## src/rtl/mem_ctrl_pkg.sv

```systemverilog
// mem_ctrl_pkg: opcode values, branch_type encodings and FSM states for the MEM-stage controller
package mem_ctrl_pkg;
  localparam int OP_LW   = 2;
  localparam int OP_SW   = 3;
  localparam int OP_BEQ  = 4;
  localparam int OP_JUMP = 5;
  localparam int OP_LB   = 6;
  localparam int OP_SB   = 7;
  localparam logic [1:0] BR_NONE = 2'd0;
  localparam logic [1:0] BR_JUMP = 2'd1;
  localparam logic [1:0] BR_BEQ  = 2'd3;
  typedef enum logic [1:0] {S_IDLE, S_ACCESS, S_RESP} state_e;
endpackage

```

## src/rtl/mem_lane_fmt.sv

```systemverilog
// mem_lane_fmt: byte-enable/write-data generation and load extraction for word and byte accesses
module mem_lane_fmt #(
  parameter int DATA_W = 32,
  localparam int LANES = DATA_W / 8,
  localparam int LB = $clog2(LANES)
) (
  input  logic              is_byte,
  input  logic [LB-1:0]     lane,
  input  logic [DATA_W-1:0] store_data,
  input  logic [DATA_W-1:0] rdata,
  output logic [LANES-1:0]  be,
  output logic [DATA_W-1:0] wdata,
  output logic [DATA_W-1:0] load_data
);
  logic [7:0] rbyte;
  assign rbyte     = rdata[{lane, 3'b000} +: 8];
  assign be        = is_byte ? LANES'(1) << lane : '1;
  assign wdata     = is_byte ? {LANES{store_data[7:0]}} : store_data;
  assign load_data = is_byte ? {{(DATA_W-8){rbyte[7]}}, rbyte} : rdata;
endmodule

```

## src/rtl/mem_stage_ctrl.sv

```systemverilog
// mem_stage_ctrl: MEM-stage decode plus a req/ack data-memory FSM with stall, timeout and misalignment reporting
module mem_stage_ctrl
  import mem_ctrl_pkg::*;
#(
  parameter int DATA_W  = 32,
  parameter int OP_MSB  = 31,
  parameter int OP_W    = 4,
  parameter int TIMEOUT = 15
) (
  input  logic                clk,
  input  logic                rst,
  input  logic                instr_valid,
  input  logic [31:0]         instruction,
  input  logic                alu_zero,
  input  logic [DATA_W-1:0]   addr_in,
  input  logic [DATA_W-1:0]   store_data,
  output logic [1:0]          branch_type,
  output logic                branch_taken,
  output logic                mem_req,
  output logic                mem_we,
  output logic [DATA_W/8-1:0] mem_be,
  output logic [DATA_W-1:0]   mem_addr,
  output logic [DATA_W-1:0]   mem_wdata,
  input  logic                mem_ack,
  input  logic [DATA_W-1:0]   mem_rdata,
  output logic [DATA_W-1:0]   load_data,
  output logic                load_valid,
  output logic                stall,
  output logic                mem_err
);
  localparam int LANES = DATA_W / 8;
  localparam int LB = $clog2(LANES);
  localparam int CW = $clog2(TIMEOUT + 1);
  localparam logic [CW-1:0] CNT_LAST = CW'(TIMEOUT - 1);
  state_e state_q, state_d;
  logic [CW-1:0] cnt_q, cnt_d;
  logic [DATA_W-1:0] addr_q, addr_d, wdata_q, wdata_d, rdata_q, rdata_d;
  logic [LANES-1:0] be_q, be_d;
  logic [LB-1:0] lane_q, lane_d;
  logic we_q, we_d, ld_q, ld_d, byte_q, byte_d, err_q, err_d;
  logic [OP_W-1:0] op;
  logic op_lw, op_sw, op_lb, op_sb, op_beq, op_jump;
  logic [LB-1:0] lane;
  logic in_idle, in_access, in_resp, go, misal, accept, timeout;
  logic fmt_byte;
  logic [LB-1:0] fmt_lane;
  logic [LANES-1:0] fmt_be;
  logic [DATA_W-1:0] fmt_wdata, fmt_load;
  logic unused_instr;
  assign op           = instruction[OP_MSB -: OP_W];
  assign unused_instr = ^instruction;
  assign op_lw        = op == OP_W'(OP_LW);
  assign op_sw        = op == OP_W'(OP_SW);
  assign op_lb        = op == OP_W'(OP_LB);
  assign op_sb        = op == OP_W'(OP_SB);
  assign op_beq       = op == OP_W'(OP_BEQ);
  assign op_jump      = op == OP_W'(OP_JUMP);
  assign lane         = addr_in[LB-1:0];
  assign in_idle      = state_q == S_IDLE;
  assign in_access    = state_q == S_ACCESS;
  assign in_resp      = state_q == S_RESP;
  assign go           = in_idle & instr_valid & ~rst;
  assign misal        = go & (op_lw | op_sw) & (lane != '0);
  assign accept       = go & (op_lw | op_sw | op_lb | op_sb) & ~misal;
  // ack on the final allowed cycle still wins over the timeout
  assign timeout      = in_access & ~mem_ack & (cnt_q == CNT_LAST);
  // one formatter serves both the request (IDLE, live inputs) and the response (RESP, latched lane)
  assign fmt_byte     = in_idle ? (op_lb | op_sb) : byte_q;
  assign fmt_lane     = in_idle ? lane : lane_q;
  mem_lane_fmt #(.DATA_W(DATA_W)) u_fmt (
    .is_byte    (fmt_byte),
    .lane       (fmt_lane),
    .store_data (store_data),
    .rdata      (rdata_q),
    .be         (fmt_be),
    .wdata      (fmt_wdata),
    .load_data  (fmt_load)
  );
  always_comb begin
    state_d = in_idle   ? (accept ? S_ACCESS : S_IDLE) :
              in_access ? (mem_ack ? (ld_q ? S_RESP : S_IDLE) : (timeout ? S_IDLE : S_ACCESS)) :
                          S_IDLE;
    cnt_d   = in_access ? cnt_q + CW'(1) : '0;
    err_d   = misal | timeout;
    rdata_d = (in_access & mem_ack & ld_q) ? mem_rdata : rdata_q;
    addr_d  = accept ? addr_in & ~DATA_W'(LANES - 1) : addr_q;
    we_d    = accept ? (op_sw | op_sb) : we_q;
    be_d    = accept ? fmt_be : be_q;
    wdata_d = accept ? fmt_wdata : wdata_q;
    ld_d    = accept ? (op_lw | op_lb) : ld_q;
    byte_d  = accept ? (op_lb | op_sb) : byte_q;
    lane_d  = accept ? lane : lane_q;
  end
  always_ff @(posedge clk) begin
    if (rst) begin
      state_q <= S_IDLE;
      cnt_q   <= '0;
      err_q   <= 1'b0;
      rdata_q <= '0;
      addr_q  <= '0;
      we_q    <= 1'b0;
      be_q    <= '0;
      wdata_q <= '0;
      ld_q    <= 1'b0;
      byte_q  <= 1'b0;
      lane_q  <= '0;
    end else begin
      state_q <= state_d;
      cnt_q   <= cnt_d;
      err_q   <= err_d;
      rdata_q <= rdata_d;
      addr_q  <= addr_d;
      we_q    <= we_d;
      be_q    <= be_d;
      wdata_q <= wdata_d;
      ld_q    <= ld_d;
      byte_q  <= byte_d;
      lane_q  <= lane_d;
    end
  end
  assign branch_type  = (instr_valid & ~rst) ? (op_jump ? BR_JUMP : op_beq ? BR_BEQ : BR_NONE) : BR_NONE;
  assign stall        = accept | (in_access & ~rst);
  assign branch_taken = instr_valid & ~rst & ~stall & (op_jump | (op_beq & alu_zero));
  assign mem_req      = in_access;
  assign mem_we       = we_q;
  assign mem_be       = be_q;
  assign mem_addr     = addr_q;
  assign mem_wdata    = wdata_q;
  assign load_valid   = in_resp;
  assign load_data    = in_resp ? fmt_load : '0;
  assign mem_err      = err_q;
endmodule

```

## config.mk

```make
export PLATFORM = sky130hd
export DESIGN_NAME = mem_stage_ctrl
export DESIGN_NICKNAME = d
export VERILOG_FILES = /design/src/rtl/mem_ctrl_pkg.sv /design/src/rtl/mem_lane_fmt.sv /design/src/rtl/mem_stage_ctrl.sv
export SDC_FILE = /design/constraint.sdc
export NUM_CORES = 1
export LEC_CHECK = 0
export BUFFER_PORTS_ARGS = -buffer_cell sky130_fd_sc_hd__buf_2
export CAP_MARGIN = 30
export CELL_PAD_IN_SITES_DETAIL_PLACEMENT = 1
export CELL_PAD_IN_SITES_GLOBAL_PLACEMENT = 1
export CORE_MARGIN = 8
export CORE_UTILIZATION = 29
export CTS_CLUSTER_DIAMETER = 150
export DETAILED_ROUTE_END_ITERATION = 10
export GPL_TIMING_DRIVEN = 0
export PLACE_DENSITY = 0.87
export RECOVER_POWER = 50
export SETUP_SLACK_MARGIN = 0.15
export SKIP_LAST_GASP = 1
export SLEW_MARGIN = 20
export SYNTH_ARGS = -nofsm -noshare
export SYNTH_HDL_FRONTEND = slang
export SYNTH_SLANG_ARGS = --single-unit
```

## constraint.sdc

```tcl
create_clock -name clk -period 1.9 [get_ports clk]
set_clock_uncertainty 0.15 [all_clocks]
set_input_delay 0.285 -clock clk [delete_from_list [all_inputs] [get_ports clk]]
set_output_delay 0.285 -clock clk [all_outputs]
set_load 0.02 [all_outputs]
```

== Word level (Yosys, flattened, before mapping) ==
Cells that the tools add are included.

* Add/sub/neg operators: 1
* Equal/unequal tests: 9
* Shift operators: 2
* Mux-type cells: 15
* Bitwise gates (word level): 29
* Reductions and logical operators: 3

{| class="wikitable"
|+ Operators by type and width
! cell !! number
|-
| $mux W32 || 3
|-
| $shiftx A32 B6 Y8 || 1
|-
| $eq A4 B3 Y1 const B || 4
|-
| $mux W2 || 8
|-
| $and A1 B1 Y1 || 15
|-
| $or A1 B1 Y1 || 9
|-
| $eq A4 B2 Y1 const B || 2
|-
| $not A1 Y1 || 5
|-
| $add A4 B1 Y4 const B || 1
|-
| $eq A4 B4 Y1 const B || 1
|-
| $mux W4 || 1
|-
| $shl A1 B2 Y4 const A || 1
|-
| $mux W1 || 3
|-
| $eq A2 B1 Y1 const B || 1
|-
| $eq A2 B2 Y1 const B || 1
|-
| $logic_not A2 Y1 || 1
|-
| $reduce_bool A2 Y1 || 1
|-
| $reduce_or A2 Y1 || 1
|}

* Register bits after elaboration: 110
* Bits of input ports: 133

== Depth between registers and ports, before layout ==
Gate-level depths: netlist (run 1).

* Depth in word-level cells: 11
* Mapped depth: 8
* Gate-level depth less buffers: 5

== Modules after synthesis ==
From an unflattened synthesis (run 1), not the netlist that was laid out.

* Cell total of the unflattened synthesis: 728
* Area total of the unflattened synthesis: 5855.6 sq um

{| class="wikitable"
|+ Modules (own cells, without submodules)
! module !! times used !! cells each !! area an instance (sq um) !! sequential area each (sq um)
|-
| mem_stage_ctrl || 1 || 555 || 4601.9 || 2202.1
|-
| mem_lane_fmt || 1 || 173 || 1253.7 || 0.0
|}

== Worst setup path after synthesis (run 1) ==
Ideal clock, no wire load.

* Path type: input-to-output
* Start point: input port rst
* End point: output port branch_taken
* Arrival time: 1712 ps
* Data required time: 1465 ps
* Slack: -247 ps
* Stages on the path: 6
* Cells stage by stage: clkbuf_1 > nor2_1 > nand4_1 > buf_2 > nand2_1 > nor3_1

* Cells in the longest elaborated chain, start to end: 10
* Elaborated cells on any way between the ends: 13

{| class="wikitable"
|+ RTL lines
! what !! RTL line !! text
|-
| from (decl) || mem_stage_ctrl.sv:11 || <nowiki>input logic rst,</nowiki>
|-
| $not A1 Y1 (*) || mem_stage_ctrl.sv:62, mem_stage_ctrl.sv:122 ||
|-
| $and A1 B1 Y1 || mem_stage_ctrl.sv:62 || <nowiki>assign go = in_idle & instr_valid & ~rst;</nowiki>
|-
| $and A1 B1 Y1 (2 in series) || mem_stage_ctrl.sv:63 || <nowiki>assign misal = go & (op_lw | op_sw) & (lane != '0);</nowiki>
|-
| $not A1 Y1 || mem_stage_ctrl.sv:64 || <nowiki>assign accept = go & (op_lw | op_sw | op_lb | op_sb) & ~misal;</nowiki>
|-
| $and A1 B1 Y1 || mem_stage_ctrl.sv:64 ||
|-
| $or A1 B1 Y1 (*) || mem_stage_ctrl.sv:122 || <nowiki>assign stall = accept | (in_access & ~rst);</nowiki>
|-
| named net stall || mem_stage_ctrl.sv:28 || <nowiki>output logic stall,</nowiki>
|-
| $not A1 Y1 (*) || mem_stage_ctrl.sv:123 || <nowiki>assign branch_taken = instr_valid & ~rst & ~stall & (op_jump | (op_beq & alu_zero));</nowiki>
|-
| $and A1 B1 Y1 (*) (2 in series) || mem_stage_ctrl.sv:123 ||
|-
| to (decl) || mem_stage_ctrl.sv:18 || <nowiki>output logic branch_taken,</nowiki>
|}

The timed path passes the listed nets; every way through them passes the cells marked *.

== Worst setup path in the final report (run 1) ==
* Start point: register state_q[1]
* End point: output port load_data[30]

* Cells in the longest elaborated chain, start to end: 5
* Elaborated cells on any way between the ends: 7

{| class="wikitable"
|+ RTL lines
! what !! RTL line !! text
|-
| from (decl) || mem_stage_ctrl.sv:35 || <nowiki>state_e state_q, state_d;</nowiki>
|-
| from (signal assigned) || mem_stage_ctrl.sv:108 || <nowiki>state_q <= state_d;</nowiki>
|-
| $logic_not A2 Y1 || mem_stage_ctrl.sv:59 || <nowiki>assign in_idle = state_q == S_IDLE;</nowiki>
|-
| $mux W2 || mem_stage_ctrl.sv:69 || <nowiki>assign fmt_lane = in_idle ? lane : lane_q;</nowiki>
|-
| $shiftx A32 B6 Y8 || mem_lane_fmt.sv:16 || <nowiki>assign rbyte = rdata[{lane, 3'b000} +: 8];</nowiki>
|-
| $mux W32 || mem_lane_fmt.sv:19 || <nowiki>assign load_data = is_byte ? {{(DATA_W-8){rbyte[7]}}, rbyte} : rdata;</nowiki>
|-
| $mux W32 (*) || mem_stage_ctrl.sv:130 || <nowiki>assign load_data = in_resp ? fmt_load : '0;</nowiki>
|-
| to (decl) || mem_stage_ctrl.sv:26 || <nowiki>output logic [DATA_W-1:0] load_data,</nowiki>
|}

Mark *: on every way between the ends. The rest lies on a longest branch, timed or not.

==> run_results.csv, run 1 <==
group,metric,value,unit
finish,area.sequential,0.002205,sq mm
worst_setup_path,critical_path.top_delay_family,"compound AO/OA/AOI/OAI gates",
worst_setup_path,r2r_setup_slack,-0.46,ns
global_routing,antenna_found_initial,0,
detailed_routing,wl,20600,microns
worst_setup_path,r2r_end,"mem_wdata[15]",
synthesis,synth_top_area_share,0.4625,
synthesis,synth_top_area_cell,"dfxtp_1",
floorplan,die_y,144.1,microns
worst_hold_path,whs_path_depth,3,
synthesis,synthCells,585,
global_routing,track_usage,0.1882,
synthesis,synth_commonest_cells,"nand2_1 (152), dfxtp_1 (110), a21oi_1 (76)",
worst_setup_path,critPathMaxFanout,7,
timing,fmax,384.5,MHz
status,status,"finished, violations left",
synthesis,avgSynthCellArea,8.138,sq um
synthesis,synth_area_leaders,"dfxtp_1 (46%), nand2_1 (12%), a21oi_1 (8.0%)",
worst_setup_path,required,1.46,ns
timing,setup_viol,107,
worst_hold_path,min-delay-start,"mem_rdata[20]",
floorplan,design.core.area,0.01629,sq mm
finish,n_fill_cell,1963,
timing,fin_crit_sh,1.369,
place,gp_congestion,0.7826,
place,portBuffers,209,
global_routing,grt_pass1_vias,5478,
clocking,cts_root_buf,"clkbuf_16",
detailed_routing,drc,0,
global_routing,grt_use_met2,0.3268,
clocking,tritoncts,"built",
synthesis,synth-async-reset-ratio,0,
floorplan,ios,241,
synthesis,synth.most_common_cell,"nand2_1",
place,dp_cells,1015,
global_routing,grt_max_degree,19,
place,postPlaceCellArea,0.006162,sq mm
power,ir_worst_vdd,468.1,uV
timing,hold_viol,0,
floorplan,die_area,0.02077,sq mm
detailed_routing,drt_pass1_iterations,4,
worst_setup_path,path_cells,"buf_12 -> o21a_4 -> a21oi_4 -> mux2i_1 -> o211ai_4 -> buf_6 -> o21a_2 -> buf_4",
timing,grt_setup_unrepaired,"yes",
worst_setup_path,slowest_stage,"dfxtp_2",
synthesis,synth_area,0.004761,sq mm
finish,utilization,0.4628,
worst_setup_path,r2r_cells,13,
synthesis,ys_types,43,
floorplan,start_util,0.2923,
timing,worstMarginPinSlew,0.6872,ns
floorplan,std_cell_rows,47,
finish,area_delta_synth_final,58.34,%
global_routing,use_met3,0.04424,
synthesis,synth_flop_cell,"dfxtp_1",
timing,slew_headroom,0.5419,
global_routing,busiest_layer,"met2",
detailed_routing,ant_nets,0,
timing,layout_min_cycle_time,2.601,ns
worst_setup_path,slowest_delay,0.34,ns
synthesis,ys_seq_area_frac,0.4625,
synthesis,yosys_register_bits,110,
detailed_routing,wl_per_cell,19.43,microns
worst_hold_path,hold_path_end,"rdata_q[20]",
finish,stdcell_count,1060,
synthesis,synth-warning-count,0,
power,p_per_area,663.4,mW/mm^2
clocking,h-tree-depth,3,
worst_setup_path,crit_type,"flip-flop to output port",
power,leakage,2.853,nW
clocking,numCtsBuffers,9,
detailed_routing,routed-via-count,5171,
timing,fin_ws,-0.7006,ns
worst_setup_path,cp-start-kind,"flip-flop",
finish,multi_input_area,0.002786,sq mm
floorplan,dieWidth,144.1,microns
timing,holdWs,0.01705,ns
finish,layout-drive-gt1-share,0.3940,
status,violations,"setup timing",
detailed_routing,drt-initial-drc-count,160,
worst_hold_path,min_path_type,"input pin to flip-flop",
worst_setup_path,endpoint_kind,"output port",
clocking,clk_pin_slew,0.08,ns
detailed_routing,routed_via_density,4.878,
global_routing,use_met1,0.2208,
clocking,cts_num_sinks,110,
clocking,clock_path_buffers,2,
place,hpwl,14630,microns
worst_setup_path,cp_num_buf_inv,3,
timing,report.final.slew_viol_count,0,
worst_setup_path,r2r-start,"state_q[0]",
flow_run,drv_cap,0,
clocking,clkLatencyLatePin,0.35,ns
global_routing,overflow,0,
finish,fin_nets,970,
worst_setup_path,cp.arrival,2.17,ns
synthesis,synth_edf_count,0,
finish,diodes,0,
finish,fin_area,0.007538,sq mm
global_routing,grt_pass1_wl,29990,microns
[worst register-to-register path, stage by stage, from the launching register on]
cell,delay (ns)
dfxtp_2,0.32
buf_8,0.14
nor2_8,0.17
buf_4,0.14
buf_6,0.08
buf_6,0.08
buf_6,0.08
buf_6,0.08
nand4_1,0.17
buf_4,0.21
buf_12,0.15
buf_12,0.16
a211oi_4,0.21
nor3_1,0.08
[sequential cells by signal, summed over array words and instances, names as in the netlist]
name / count
mem_be: 4
cnt_q: 4
ld_q: 1
mem_we: 1
mem_err: 1
rdata_q: 32
byte_q: 1
lane_q: 2
mem_wdata: 32
state_q: 2
mem_addr: 30
[cell type report]
cell class	instances	area share
Buffer	49	0.06490
Clock buffer	10	0.03170
Clock inverter	6	0.01245
Inverter	3	0.001494
Multi-Input combinational cell	424	0.3696
Sequential cell	110	0.2924
Tap cell	220	0.03651
Timing Repair Buffer	238	0.1909
[layer usage]
layer | share of wire | vias up
li1 | - | 2487
met1 | 0.41 | 2488
met2 | 0.50 | 165
met3 | 0.070 | 31
met4 | 0.028 | 0
met5 | 0 | -
[how the worst max path moves through the flow]
stage                          start            end  depth (start not counted)  slack [ns]
after floorplan           state_q[1]  load_data[12]                          7       -0.10
after global placement    state_q[1]  load_data[23]                          6       -0.56
after detailed placement  state_q[1]  load_data[22]                          6       -0.60
after CTS                 state_q[0]   load_data[4]                          7       -0.69
after global routing      state_q[1]  load_data[23]                          9       -0.77
final                     state_q[1]  load_data[30]                          8       -0.70
[placed cells by master, fill, tap and decap left out, types with 3 or more instances in the layout]
| cell type | Yosys | routed |
|---|---|---|
| a21oi_1 | 76 | 75 |
| dfxtp_1 | 110 | 108 |
| buf_4 | 3 | 45 |
| clkbuf_1 | 24 | 65 |
| o21a_4 | 0 | 3 |
| o2bb2ai_2 | 0 | 3 |
| buf_2 | 16 | 122 |
| nor2_4 | 0 | 3 |
| mux2i_1 | 8 | 5 |
| a211oi_2 | 0 | 20 |
| clkbuf_8 | 0 | 3 |
| nor2_1 | 51 | 40 |
| a211oi_4 | 0 | 7 |
| clkbuf_2 | 0 | 3 |
| nand2_1 | 152 | 150 |
| and2_1 | 8 | 8 |
| o2bb2ai_1 | 7 | 4 |
| nor3_1 | 28 | 26 |
| buf_12 | 0 | 9 |
| nor2_2 | 1 | 9 |
| o21a_2 | 0 | 18 |
| buf_6 | 6 | 30 |
| mux2i_4 | 0 | 4 |
| o41ai_4 | 1 | 7 |
| o21a_1 | 26 | 5 |
| clkbuf_4 | 0 | 4 |
| buf_8 | 0 | 3 |
| clkbuf_16 | 0 | 13 |
[through the flow]
step	worst slack (ns)	setup TNS, ns	power (mW)
after floorplan	-0.1013	-2.602	2.611
after global placement	-0.5645	-34.27	2.825
after detailed placement	-0.6001	-35.59	2.833
after CTS	-0.6944	-36.73	5.030
after global routing	-0.7675	-56.07	5.215
final	-0.7006	-46.22	5.001
[timing repair]
| action | CTS | global route |
|---|---|---|
| cloned | 4 | 0 |
| buffers inserted | 18 | 7 |
| endpoints found under the hold margin | 0 | 0 |
| resized for setup | 147 | 62 |
| pin swaps | 19 | 14 |
| setup endpoints to repair | 138 | 140 |
| hold buffers | 0 | 0 |
[logic make-up (layout without fill, tap and decap cells)]
family / after synthesis / in the layout / share of synthesized area
mux: 10 / 10 / 0.02286
fa+ha+maj: 2 / 2 / 0.005255
xor+xnor: 2 / 2 / 0.003680
flops: 110 / 110 / 0.4625
compound gates: 153 / 153 / 0.2239
simple gates: 255 / 255 / 0.2239
buf+inv: 52 / 306 / 0.05703
other cells: 1 / 2 / 0.0007877
[power by group]
group          internal [mW]  switching, mW  total [mW]
registers               2.33         0.0171        2.35
clock network           1.20          0.901        2.10
logic                  0.221          0.324       0.545
Note: power is estimated with default switching activity, not from simulation.
==> run 2, diff against run 1 <==
- CORE_UTILIZATION: 29 -> 32
- GPL_TIMING_DRIVEN: 0 -> 1
- PLACE_DENSITY: 0.87 -> 0.9
- clock period: 1.9 -> 2.9 ns (I/O delays scaled with it)
==> run_results.csv, run 2 (synthesis gave the netlist of run 1 again) <==
group,metric,value,unit
timing,fin_crit_sh,0.9466,
detailed_routing,routed_via_density,5.049,
worst_setup_path,cp-start-kind,"flip-flop",
power,power.internal,2.311,mW
finish,n_fill_cell,1823,
finish,fin_nets,925,
power,p_clk_frac,0.411,
finish,diodes,0,
worst_setup_path,path_cells,"buf_4 -> o21ai_2 -> o41a_1 -> buf_4 -> nand2_2 -> o211ai_4 -> o21a_1 -> buf_6",
power,pwr-share-seq,0.500,
worst_setup_path,crit_type,"flip-flop to output port",
timing,slew_headroom,-0.04899,
floorplan,dieWidth,138.0,microns
worst_setup_path,path_common_cell,"buf_4",
global_routing,grt_pass1_wl,26780,microns
finish,area.sequential,0.002210,sq mm
clocking,h-tree-depth,3,
worst_setup_path,slowest_stage,"dfxtp_4",
timing,fmax,364.3,MHz
floorplan,std_cell_rows,44,
detailed_routing,ant_nets,0,
timing,layout_min_cycle_time,2.745,ns
floorplan,ios,241,
global_routing,antenna_found_initial,0,
finish,layout-drive-gt1-share,0.2708,
finish,final_common_cell,"nand2_1",
clocking,clk_pin_slew,0.07,ns
status,status,"finished, violations left",
place,hpwl,12770,microns
timing,grt_setup_unrepaired,"yes",
power,p_per_area,472.4,mW/mm^2
finish,area_delta_synth_final,37.03,%
timing,setup_viol,0,
detailed_routing,routed-via-count,4938,
floorplan,start_util,0.3276,
worst_setup_path,endpoint_kind,"output port",
worst_hold_path,min_path_type,"input pin to flip-flop",
clocking,cts_num_sinks,110,
clocking,cts_hold_buffers,0,
power,ir_worst_vdd,358.1,uV
clocking,clkLatencyLatePin,0.35,ns
power,switching_power,0.7709,mW
detailed_routing,wl_per_cell,18.56,microns
power,swShare,0.2502,
power,p_comb_frac,0.089,
timing,report.final.slew_viol_count,34,
worst_setup_path,cp_num_buf_inv,3,
detailed_routing,drc,0,
timing,hold_viol,0,
worst_setup_path,required,2.32,ns
global_routing,track_usage,0.1786,
detailed_routing,wl,18160,microns
place,gp_congestion,0.7491,
timing,setup_tns,0,ns
global_routing,grt_pass1_vias,5019,
finish,multi_input_area,0.002461,sq mm
floorplan,design.core.area,0.01453,sq mm
flow_run,drv_cap,1,
floorplan,die_area,0.01904,sq mm
floorplan,die_y,138.0,microns
clocking,cts_root_buf,"clkbuf_16",
clocking,tritoncts,"built",
finish,final_cell_mix,"nand2_1 (150), buf_2 (118), dfxtp_1 (108)",
place,portBuffers,210,
power,total_power,3.082,mW
global_routing,grt_max_degree,63,
worst_setup_path,critPathMaxFanout,8,
detailed_routing,drt-initial-drc-count,133,
worst_setup_path,slowest_delay,0.39,ns
power,leakage,2.419,nW
worst_setup_path,critical_path.top_delay_family,"compound AO/OA/AOI/OAI gates",
worst_setup_path,cp.arrival,2.16,ns
status,violations,"capacitance limit, slew limit",
timing,worstMarginPinSlew,1.573,ns
detailed_routing,drt_pass1_iterations,4,
clocking,numCtsBuffers,9,
global_routing,overflow,0,
clocking,clock_path_buffers,2,
==> run 2: area by class of cell <==
cell class                      instances  area share
Tap cell                              184     0.03529
Timing Repair Buffer                  239      0.2018
Multi-Input combinational cell        427      0.3773
Clock inverter                          6     0.01074
Sequential cell                       110      0.3387
Clock buffer                            9     0.03452
Inverter                                3    0.001726
==> run 2: final timing paths <==
path / start / endpoint / slack (ns) / depth (start not counted)
min reg2reg: mem_addr[15] / mem_addr[15] / 0.31 / 2
min: mem_rdata[10] / rdata_q[10] / 0.16 / 3
max: state_q[1] / load_data[13] / 0.15 / 8
max reg2reg: state_q[1] / rdata_q[27] / 0.40 / 6
==> run 2: tightest hold or removal path: stages <==
cell     delay [ns]
buf_2          0.10
nand2_1        0.04
a21oi_1        0.05
==> run 2: layer usage <==
metal	vias up	wire length, microns	track usage
li1	2403	-	-
met1	2357	7595	0.2136
met2	160	8837	0.3071
met3	18	1481	0.04058
met4	0	241	0.06269
met5	-	0	0
==> run 2: what timing repair did <==
action / 4_1_cts / 5_1_grt
gates cloned: 3 / 0
setup endpoints to repair: 32 / 32
buffers inserted: 8 / 6
pin swaps: 5 / 6
resized for setup: 20 / 45
==> run 2: power groups by stage <==
stage	Sequential [mW]	Combinational (mW)	Clock, mW
final	1.54	0.276	1.27
after global routing	1.54	0.298	1.37
after CTS	1.54	0.277	1.31
after detailed placement	1.58	0.261	0
after global placement	1.57	0.256	0
after floorplan	1.60	0.110	0
==> run 2: per-stage QoR <==
step,worst slack [ns],utilization,instance area (sq um),std cells,hold slack (ns)
after floorplan,0.4529,-,4765,586,0.2797
after global placement,0.2343,0.4080,5929,946,0.2888
after detailed placement,0.1688,0.4080,5929,946,0.2955
after CTS,0.1515,0.4420,6424,972,0.1437
after global routing,0.09611,0.4489,6524,978,0.1525
final,0.1548,0.4489,6524,978,0.1622
==> run 3, diff against run 2 <==
- ABC_AREA: default -> 1
- CORE_UTILIZATION: 32 -> 31
==> run_results.csv, run 3 <==
group,metric,value,unit
synthesis,synth.most_common_cell,"nor2_1",
worst_setup_path,endpoint_kind,"output port",
detailed_routing,drt_pass1_iterations,4,
finish,final_cell_mix,"buf_2 (139), nor2_1 (116), dfxtp_1 (108)",
synthesis,synth_area_leaders,"dfxtp_1 (47%), o21ai_0 (9.9%), nor2_1 (9.5%)",
worst_setup_path,cp-start-kind,"flip-flop",
detailed_routing,routed-via-count,4962,
synthesis,synth_top_area_share,0.4705,
synthesis,synth_edf_count,0,
clocking,clock_path_buffers,2,
detailed_routing,ant_nets,0,
clocking,cts_hold_buffers,0,
synthesis,synth_area,0.004681,sq mm
floorplan,std_cell_rows,45,
worst_setup_path,critical_path.top_delay_family,"simple AND/OR/NAND/NOR gates",
worst_setup_path,cp.arrival,2.02,ns
clocking,clk_pin_slew,0.08,ns
synthesis,synth-warning-count,0,
synthesis,avgSynthCellArea,7.291,sq um
worst_setup_path,slowest_delay,0.36,ns
synthesis,ys_types,26,
global_routing,grt_pass1_wl,28320,microns
worst_setup_path,crit_start,"state_q[0]",
detailed_routing,drc,0,
worst_hold_path,min-delay-start,"addr_in[5]",
synthesis,synth_top_area_cell,"dfxtp_1",
timing,layout_min_cycle_time,2.606,ns
floorplan,dieWidth,138.9,microns
timing,fmax,383.7,MHz
floorplan,start_util,0.3125,
finish,fin_nets,965,
flow_run,drv_cap,0,
power,leakage,2.691,nW
worst_hold_path,min_path_type,"input pin to flip-flop",
clocking,numCtsBuffers,9,
worst_setup_path,path_common_cell,"nor2_1",
clocking,cts_setup_buffers,0,
global_routing,overflow,0,
worst_setup_path,slowest_stage,"dfxtp_2",
place,hpwl,13020,microns
global_routing,track_usage,0.1813,
clocking,h-tree-depth,3,
clocking,clkLatencyLatePin,0.35,ns
synthesis,synth_flop_cell,"dfxtp_1",
finish,diodes,0,
detailed_routing,wl_per_cell,17.12,microns
worst_setup_path,critPathMaxFanout,54,
floorplan,die_area,0.01929,sq mm
floorplan,die_y,138.9,microns
timing,grt_setup_unrepaired,"no",
worst_setup_path,cp_num_buf_inv,3,
synthesis,synth_commonest_cells,"nor2_1 (118), dfxtp_1 (110), nand2_1 (98)",
global_routing,grt_max_degree,94,
global_routing,grt_pass1_vias,5265,
worst_setup_path,required,2.32,ns
synthesis,synth-async-reset-ratio,0,
timing,worstMarginPinSlew,0.6559,ns
synthesis,synthCells,642,
timing,slew_headroom,0.5627,
detailed_routing,drt-initial-drc-count,184,
floorplan,design.core.area,0.01498,sq mm
detailed_routing,wl,17510,microns
floorplan,ios,241,
timing,fin_crit_sh,0.8987,
clocking,tritoncts,"built",
place,portBuffers,210,
power,ir_worst_vdd,265.9,uV
finish,layout-drive-gt1-share,0.2359,
status,status,"completed",
finish,final_common_cell,"buf_2",
synthesis,ys_seq_area_frac,0.4705,
worst_setup_path,path_cells,"inv_1 -> nand2_4 -> nor2_1 -> nand2_1 -> nor2_1 -> inv_6 -> nand2_1 -> nor2_1 -> buf_2",
clocking,cts_num_sinks,110,
worst_setup_path,r2r-start,"state_q[0]",
detailed_routing,routed_via_density,4.850,
worst_setup_path,crit_type,"flip-flop to output port",
place,dp_cells,1006,
timing,report.final.slew_viol_count,0,
finish,area_delta_synth_final,29.97,%
timing,hold_viol,0,
global_routing,antenna_found_initial,2,
power,p_per_area,516.8,mW/mm^2
timing,setup_tns,0,ns
timing,setup_viol,0,
clocking,cts_root_buf,"clkbuf_16",
place,gp_congestion,0.7997,
synthesis,yosys_register_bits,110,
finish,stdcell_count,1023,
-- run 3: cell types whose count changed after synthesis, moves of 14 or more --
cell	delta
nand3_1	+14
inv_1	+39
a211oi_1	-27
nor2_1	+67
o21ai_0	+91
nor3_1	-23
o21a_1	-26
nand2_1	-54
-- run 3: worst paths after layout --
path,to,slack [ns],cells after the start
worst min-delay path,mem_addr[5],0.15,3
worst max-delay path,branch_taken,0.29,9
worst min register to register,rdata_q[5],0.31,2
worst max register to register,rdata_q[14],0.53,6
-- run 3: cell families (layout without fill, tap and decap cells) --
family / after synthesis / in the layout / share of synthesized area
AOI/OAI and AO/OA: 184 / 184 / 0.2104
xor gates and xnor gates: 1 / 1 / 0.001871
adders and majority gates: 2 / 2 / 0.005345
buffers and inverters: 87 / 278 / 0.08554
DFF: 110 / 110 / 0.4705
other: 1 / 2 / 0.0008012
and+or+nand+nor: 257 / 258 / 0.2256
-- run 3: through the flow --
step                hold slack [ns]  utilization  setup slack, ns  area (sq um)  power (mW)
floorplan                    0.2797            -           0.7532          4684       1.741
global placement             0.2906       0.3888           0.4436          5823       1.878
detailed placement           0.3013       0.3888           0.4247          5823       1.886
CTS                          0.1399       0.4101           0.1920          6142       3.185
global route                 0.1431       0.4062           0.1414          6083       3.270
finish                       0.1539       0.4062           0.2939          6083       3.144
-- run 3: cell type report --
type	count	area [sq um]
Multi-Input combinational cell	447	2140
Clock inverter	7	81.33
Clock buffer	9	225.2
Fill cell	2015	8894
Tap cell	188	235.2
Inverter	46	177.7
Timing Repair Buffer	216	1020
Sequential cell	110	2205
-- run 3: layer usage --
metal / GRT usage / routed length (microns)
met1: 0.2071 / 7312
met2: 0.3011 / 8177
met3: 0.07504 / 1635
met4: 0.06066 / 357
met5: 0 / 27
-- run 3: where the power goes --
part | internal (mW) | switching [mW]
Sequential | 1.53 | 0.0130
Combinational | 0.106 | 0.192
Clock | 0.685 | 0.613
Total | 2.33 | 0.818
-- run 3: repair_timing --
action,4_1_cts,5_1_grt
endpoints found under the hold margin,0,0
endpoints found under the setup margin,11,32
gates cloned,0,1
resized for setup,5,9
pin swaps,0,1
-- run 3: worst register-to-register path: cells and delay by family, from the launching register on --
| kind | cells | cell delay (ns) |
|---|---|---|
| AND/OR/NAND/NOR | 2 | 0.87 |
| AO/OA/AOI/OAI | 2 | 0.28 |
| buffers and inverters | 2 | 0.57 |
| flip-flops | 1 | 0.39 |
